File: config.mk
export PLATFORM = sky130hd
export DESIGN_NAME = psa_simd_pipe
export DESIGN_NICKNAME = d
export VERILOG_FILES = /design/src/rtl/psa_simd_pipe.sv
export SDC_FILE = /design/constraint.sdc
export NUM_CORES = 1
export LEC_CHECK = 0
export CAP_MARGIN = 40
export CORE_MARGIN = 1.5
export CORE_UTILIZATION = 50
export CTS_CLUSTER_SIZE = 25
export DETAILED_ROUTE_END_ITERATION = 16
export PLACE_DENSITY_LB_ADDON = 0.2
export SLEW_MARGIN = 0
export SYNTH_ARGS = -nofsm -noshare
export SYNTH_HDL_FRONTEND = slang
export SYNTH_SLANG_ARGS = --single-unit
File: constraint.sdc
create_clock -name clk -period 4.06 [get_ports clk]
set_clock_uncertainty 0.2 [all_clocks]
set_input_delay 0.406 -clock clk [delete_from_list [all_inputs] [get_ports clk]]
set_output_delay 0.406 -clock clk [all_outputs]
set_load 0.01 [all_outputs]
File: src/rtl/psa_simd_pipe.sv
// psa_simd_pipe: two-stage pipelined partitioned (SIMD) adder/subtractor.
// A WIDTH-bit operand pair is split into independent 4-, 8- or 16-bit lanes,
// chosen per transaction. Each lane reports signed overflow and can optionally
// saturate. Sticky error and a saturating overflow counter are kept for status.
//
// Ports:
//   clk, rst              clock, synchronous active-high reset
//   in_valid / in_ready   operand handshake (in_ready = not stalled)
//   A, B                  operands
//   mode                  00 = 4-bit, 01 = 8-bit, 10 = 16-bit, 11 = as 00
//   sub, sat              subtract select, per-lane saturation enable
//   out_valid / out_ready result handshake
//   Sum, lane_ovfl, Error lane results, per-4-bit-slot overflow, OR of overflow
//   err_sticky, ovfl_count, clr_err  status and its clear
module psa_simd_pipe #(
  parameter int WIDTH = 16,
  parameter int CNT_W = 8
) (
  input  logic               clk,
  input  logic               rst,
  input  logic               in_valid,
  output logic               in_ready,
  input  logic [WIDTH-1:0]   A,
  input  logic [WIDTH-1:0]   B,
  input  logic [1:0]         mode,
  input  logic               sub,
  input  logic               sat,
  output logic               out_valid,
  input  logic               out_ready,
  output logic [WIDTH-1:0]   Sum,
  output logic [WIDTH/4-1:0] lane_ovfl,
  output logic               Error,
  output logic               err_sticky,
  output logic [CNT_W-1:0]   ovfl_count,
  input  logic               clr_err
);

  localparam int NS = WIDTH / 4;

  // Stage 1 registers
  logic             s1Valid_q;
  logic [WIDTH-1:0] a_q, b_q;
  logic [1:0]       mode_q;
  logic             sub_q, sat_q;

  // Stage 2 registers
  logic             s2Valid_q;
  logic [WIDTH-1:0] sum_q, sum_d;
  logic [NS-1:0]    ovfl_q, ovfl_d;
  logic             error_q;

  // Status registers
  logic             sticky_q, sticky_d;
  logic [CNT_W-1:0] count_q, count_d;

  logic             stall;
  logic             consume;
  logic [WIDTH-1:0] bEff;
  logic [WIDTH-1:0] sum4, sum8, sum16;
  logic [NS-1:0]    ovf4, ovf8, ovf16;

  assign stall    = s2Valid_q && !out_ready;
  assign consume  = s2Valid_q && out_ready;
  assign in_ready = !stall;

  // Subtraction is A + ~B + 1 per lane; the +1 is injected as each lane's carry-in.
  assign bEff = sub_q ? ~b_q : b_q;

  // 4-bit lanes. Overflow: operand signs equal and result sign differs.
  // The saturation value follows the operand sign, since both signs agree on overflow.
  always_comb begin : lane4
    logic [3:0] r;
    logic       o;
    r    = '0;
    o    = 1'b0;
    sum4 = '0;
    ovf4 = '0;
    for (int i = 0; i < WIDTH / 4; i++) begin
      r = a_q[4*i +: 4] + bEff[4*i +: 4] + {3'b000, sub_q};
      o = (a_q[4*i+3] == bEff[4*i+3]) && (r[3] != a_q[4*i+3]);
      if (o && sat_q) r = a_q[4*i+3] ? 4'b1000 : 4'b0111;
      sum4[4*i +: 4] = r;
      ovf4[i]        = o;
    end
  end

  // 8-bit lanes; an overflowing lane flags both of its 4-bit slots.
  always_comb begin : lane8
    logic [7:0] r;
    logic       o;
    r    = '0;
    o    = 1'b0;
    sum8 = '0;
    ovf8 = '0;
    for (int i = 0; i < WIDTH / 8; i++) begin
      r = a_q[8*i +: 8] + bEff[8*i +: 8] + {7'd0, sub_q};
      o = (a_q[8*i+7] == bEff[8*i+7]) && (r[7] != a_q[8*i+7]);
      if (o && sat_q) r = a_q[8*i+7] ? 8'h80 : 8'h7F;
      sum8[8*i +: 8] = r;
      ovf8[2*i +: 2] = {2{o}};
    end
  end

  // 16-bit lanes; an overflowing lane flags all four of its slots.
  always_comb begin : lane16
    logic [15:0] r;
    logic        o;
    r     = '0;
    o     = 1'b0;
    sum16 = '0;
    ovf16 = '0;
    for (int i = 0; i < WIDTH / 16; i++) begin
      r = a_q[16*i +: 16] + bEff[16*i +: 16] + {15'd0, sub_q};
      o = (a_q[16*i+15] == bEff[16*i+15]) && (r[15] != a_q[16*i+15]);
      if (o && sat_q) r = a_q[16*i+15] ? 16'h8000 : 16'h7FFF;
      sum16[16*i +: 16] = r;
      ovf16[4*i +: 4]   = {4{o}};
    end
  end

  // Lane-width select; the reserved mode 11 falls through to 4-bit lanes.
  always_comb begin
    sum_d  = sum4;
    ovfl_d = ovf4;
    case (mode_q)
      2'b01: begin
        sum_d  = sum8;
        ovfl_d = ovf8;
      end
      2'b10: begin
        sum_d  = sum16;
        ovfl_d = ovf16;
      end
      default: ;
    endcase
  end

  // Pipeline advance. Both stages freeze together while the result is stalled,
  // so outputs stay stable. Bubbles clear the result so Error reads 0 when idle.
  always_ff @(posedge clk) begin
    if (rst) begin
      s1Valid_q <= 1'b0;
      a_q       <= '0;
      b_q       <= '0;
      mode_q    <= '0;
      sub_q     <= 1'b0;
      sat_q     <= 1'b0;
      s2Valid_q <= 1'b0;
      sum_q     <= '0;
      ovfl_q    <= '0;
      error_q   <= 1'b0;
    end else if (!stall) begin
      s1Valid_q <= in_valid;
      a_q       <= A;
      b_q       <= B;
      mode_q    <= mode;
      sub_q     <= sub;
      sat_q     <= sat;
      s2Valid_q <= s1Valid_q;
      sum_q     <= s1Valid_q ? sum_d : '0;
      ovfl_q    <= s1Valid_q ? ovfl_d : '0;
      error_q   <= s1Valid_q && (|ovfl_d);
    end
  end

  // Status: a consumed erroneous result takes priority over clr_err, so a
  // coincident clear restarts the count at one instead of zero.
  always_comb begin
    sticky_d = sticky_q;
    count_d  = count_q;
    if (consume && error_q) begin
      sticky_d = 1'b1;
      if (clr_err)              count_d = CNT_W'(1);
      else if (count_q != '1)   count_d = count_q + CNT_W'(1);
    end else if (clr_err) begin
      sticky_d = 1'b0;
      count_d  = '0;
    end
  end

  always_ff @(posedge clk) begin
    if (rst) begin
      sticky_q <= 1'b0;
      count_q  <= '0;
    end else begin
      sticky_q <= sticky_d;
      count_q  <= count_d;
    end
  end

  assign out_valid  = s2Valid_q;
  assign Sum        = sum_q;
  assign lane_ovfl  = ovfl_q;
  assign Error      = error_q;
  assign err_sticky = sticky_q;
  assign ovfl_count = count_q;

endmodule

==> results of run 1 <==
-- sequential cells by signal, indices dropped and copies added (netlist names), 2 cells and up --
signal      count
b_q            16
Sum            16
ovfl_count      8
lane_ovfl       4
a_q            16
mode_q          2
-- metrics by stage --
| step | util (%) | power [uW] |
|---|---|---|
| floorplan | - | 1190 |
| global placement | 60.5 | 1400 |
| detailed placement | 60.6 | 1410 |
| CTS | 62.6 | 1960 |
| global route | 62.7 | 2070 |
| finish | 62.7 | 1970 |
-- area by class of cell --
class	count	share of cell area [%]
Inverter	15	0.977
Sequential cell	68	23.6
Clock inverter	5	0.933
Clock buffer	10	2.21
Multi-Input combinational cell	496	54.9
Timing Repair Buffer	91	14.9
Tap cell	111	2.41
-- power by group through the flow --
stage,Clock [uW],Combinational [uW],Sequential [uW]
after floorplan,0,448,746
after global placement,0,646,754
after detailed placement,0,651,755
after CTS,568,654,740
after global routing,593,730,745
final,561,665,740
-- critical path, stage by stage, from the launching register on --
cell      delay (ns)
dfxtp_2         0.59
buf_4           0.26
xor2_1          0.25
ha_1            0.35
nand2_1         0.19
o22ai_1         0.17
or3_4           0.43
a21oi_4         0.22
o21ai_1         0.17
a311oi_2        0.42
o21ai_0         0.14
a22o_1          0.23
-- placed cells by master, fill, tap and decap left out, drive strengths merged, types with 3 or more instances in the layout --
master,n
nor2,44
clkdlybuf4s50,72
clkbuf,10
o21a,3
a221oi,5
nand2b,5
or2,3
o211ai,4
a22o,7
buf,19
xnor2,14
inv,13
nor3,12
nand3,15
clkinv,6
mux2,8
a211oi,5
a31oi,5
nand2,114
a21o,9
xor2,32
a22oi,3
ha,20
o31ai,3
mux2i,5
a311oi,4
and3,4
fa,4
dfxtp,68
a21oi,83
nand4,10
o21ai,45
-- routing by layer --
| metal | global-route usage [%] | vias up | wire length [um] |
|---|---|---|---|
| li1 | - | 2308 | - |
| met1 | 41.2 | 2140 | 6570 |
| met2 | 43.0 | 186 | 5930 |
| met3 | 4.11 | 20 | 849 |
| met4 | 9.10 | 0 | 291 |
| met5 | 0 | - | 0 |
-- kinds of logic after synthesis --
logic type,Yosys count
AO/OA/AOI/OAI,194
multiplexers,13
adder cells (fa/ha/maj),24
XOR/XNOR,46
flip-flops,68
AND/OR/NAND/NOR,219
buffers and inverters,52
-- worst max-delay path by stage --
| stage | startpoint | endpoint | slack, ns | cells past startpoint |
|---|---|---|---|---|
| after floorplan | sub_q | Sum[14] | 0.07 | 13 |
| after global placement | sub_q | Sum[10] | 0.06 | 10 |
| after detailed placement | sub_q | Sum[10] | 0.005 | 10 |
| after CTS | sub_q | Sum[10] | 0.19 | 11 |
| after global routing | b_q[0] | Sum[10] | 0.07 | 11 |
| final | sub_q | Sum[0] | 0.31 | 11 |
==> impl_metrics.yaml, run 1 <==
power:
  pwr-share-seq_pct: 37.6
  intPower_uw: 1260
  power.density_nw_per_um2: 341
  pwr-share-clk_pct: 28.5
  p_sw_uw: 706
  leakage_uw: 0.00238
  ir_worst_vdd_mv: 0.195
  comb_power_share_pct: 33.8
  switching_share_pct: 35.9
clock_network:
  cts_made_buffers: 9
  cts_resized: 1
  worstSkewPairLatency_ns: 0.35
  clk_pin_slew_ns: 0.08
  clockRootBuffer: "clkbuf_8"
  clock-sinks: 68
  postCtsSetupRepairBufs: 0
  holdBufCountCts: 0
  cts_max_level: 3
  cts_tree: "built"
  cts.path.max_buffers: 2
global_route:
  grt_pass1_wl_mm: 22.2
  grtUsageTotal_pct: 28.3
  grt_max_degree: 48
  overflow: 0
  grt_pass1_vias: 4277
  antenna_found_initial: 0
floorplan:
  die_h_um: 100
  die_w_um: 100
  core-area_um2: 9200
  io_pins: 73
  rows: 35
  start_util_pct: 51.4
  dieArea_um2: 10100
critical_path:
  cp.arrival_ns: 3.78
  reg2reg_depth: 11
  criticalPathCategory: "flip-flop to flip-flop"
  critPathMaxFanout: 15
  start_kind: "flip-flop"
  crit_path_end_kind: "flip-flop"
  timing.reg2reg.setup_slack_ns: 0.31
  reg2reg_to: "Sum[0]"
  r2r-start: "sub_q"
  crit_required_ns: 4.09
drt:
  wl_per_cell_um: 17.1
  ant_nets: 0
  dr.pass1.iters: 5
  wirelength_mm: 13.6
  route.detailed.drc: 0
  via_count: 4654
  drt-vias-per-instance: 5.85
  dr.first_iter.drc_count: 370
yosys:
  syn_nets: 681
  seq_area_frac_synth_pct: 28.8
  synth_edf_count: 0
  ys_seq_elements: 68
  ys_warn_count: 0
  synth.most_common_cell: "nand2_1"
  synth_commonest_cells: "nand2_1 (114), a21oi_1 (81), dfxtp_1 (68)"
  synth_top_family_by_area: "compound AO/OA/AOI/OAI gates"
  ys_types: 72
  synth_compound_area_share_pct: 26.3
  yosysTopAreaCellShare_pct: 28.8
  syn_area_per_cell_um2: 7.68
  synth_xor_area_share_pct: 9.07
  synth-async-reset-ratio_pct: 0
  yosys.area.top_type: "dfxtp_1"
  synth_area_leaders: "dfxtp_1 (29%), nand2_1 (9.0%), a21oi_1 (8.6%)"
  muxShareOfSynthArea_pct: 3.12
  synth_area_um2: 4730
  synthFlopType: "dfxtp_1"
  synth_fa_ha_area_share_pct: 6.98
  netlist_instances: 616
  synth-simple-area-share_pct: 21.2
sta:
  fmax_mhz: 267
  postLayoutSetupSlackWorst_ns: 0.313
  relSlewSlack_pct: 58.2
  final.setup.tns_ns: 0
  fin_hold_ws_ns: 0.252
  period_minus_slack_ns: 3.75
  slew_violations: 0
  worst_slew_pin_slew_ns: 0.627
  hold_violations: 0
  rsz0062_at_grt: "no"
  setup_viol_count_final: 0
  finalCritPeriodShare_pct: 92.3
finish:
  finalNonFillerCells: 796
  antenna_cells: 0
  nNetsFinal: 746
  final.fill_count: 836
  drive_gt1_share_pct: 9.20
  post-route-cell-area_um2: 5760
  seq_area_um2: 1360
  multi_input_area_um2: 3160
  area_growth_syn_to_layout_pct: 21.9
hold_path:
  hp-start: "Sum[10]"
  hold_depth: 1
  worst_hold_path.endpoint: "Sum[10]"
  holdCritPathClass: "flip-flop to flip-flop"
place:
  placed_area_um2: 5570
  placed_cells: 781
  io_buffers: 72
  place_ws_ns: 0.00464
  place.gp.congestion: 0.971
  dp_hpwl_mm: 10.3
flow_run:
  max_cap_violations: 0
run_status:
  status: "completed"
(Power assumes the default switching activity.)
==> inputs of run 2 (changes only) <==
CTS_CLUSTER_SIZE = unset   (was 25)
==> results of run 2 <==
The final DEF is identical to that of run 1; final timing and power are the same.
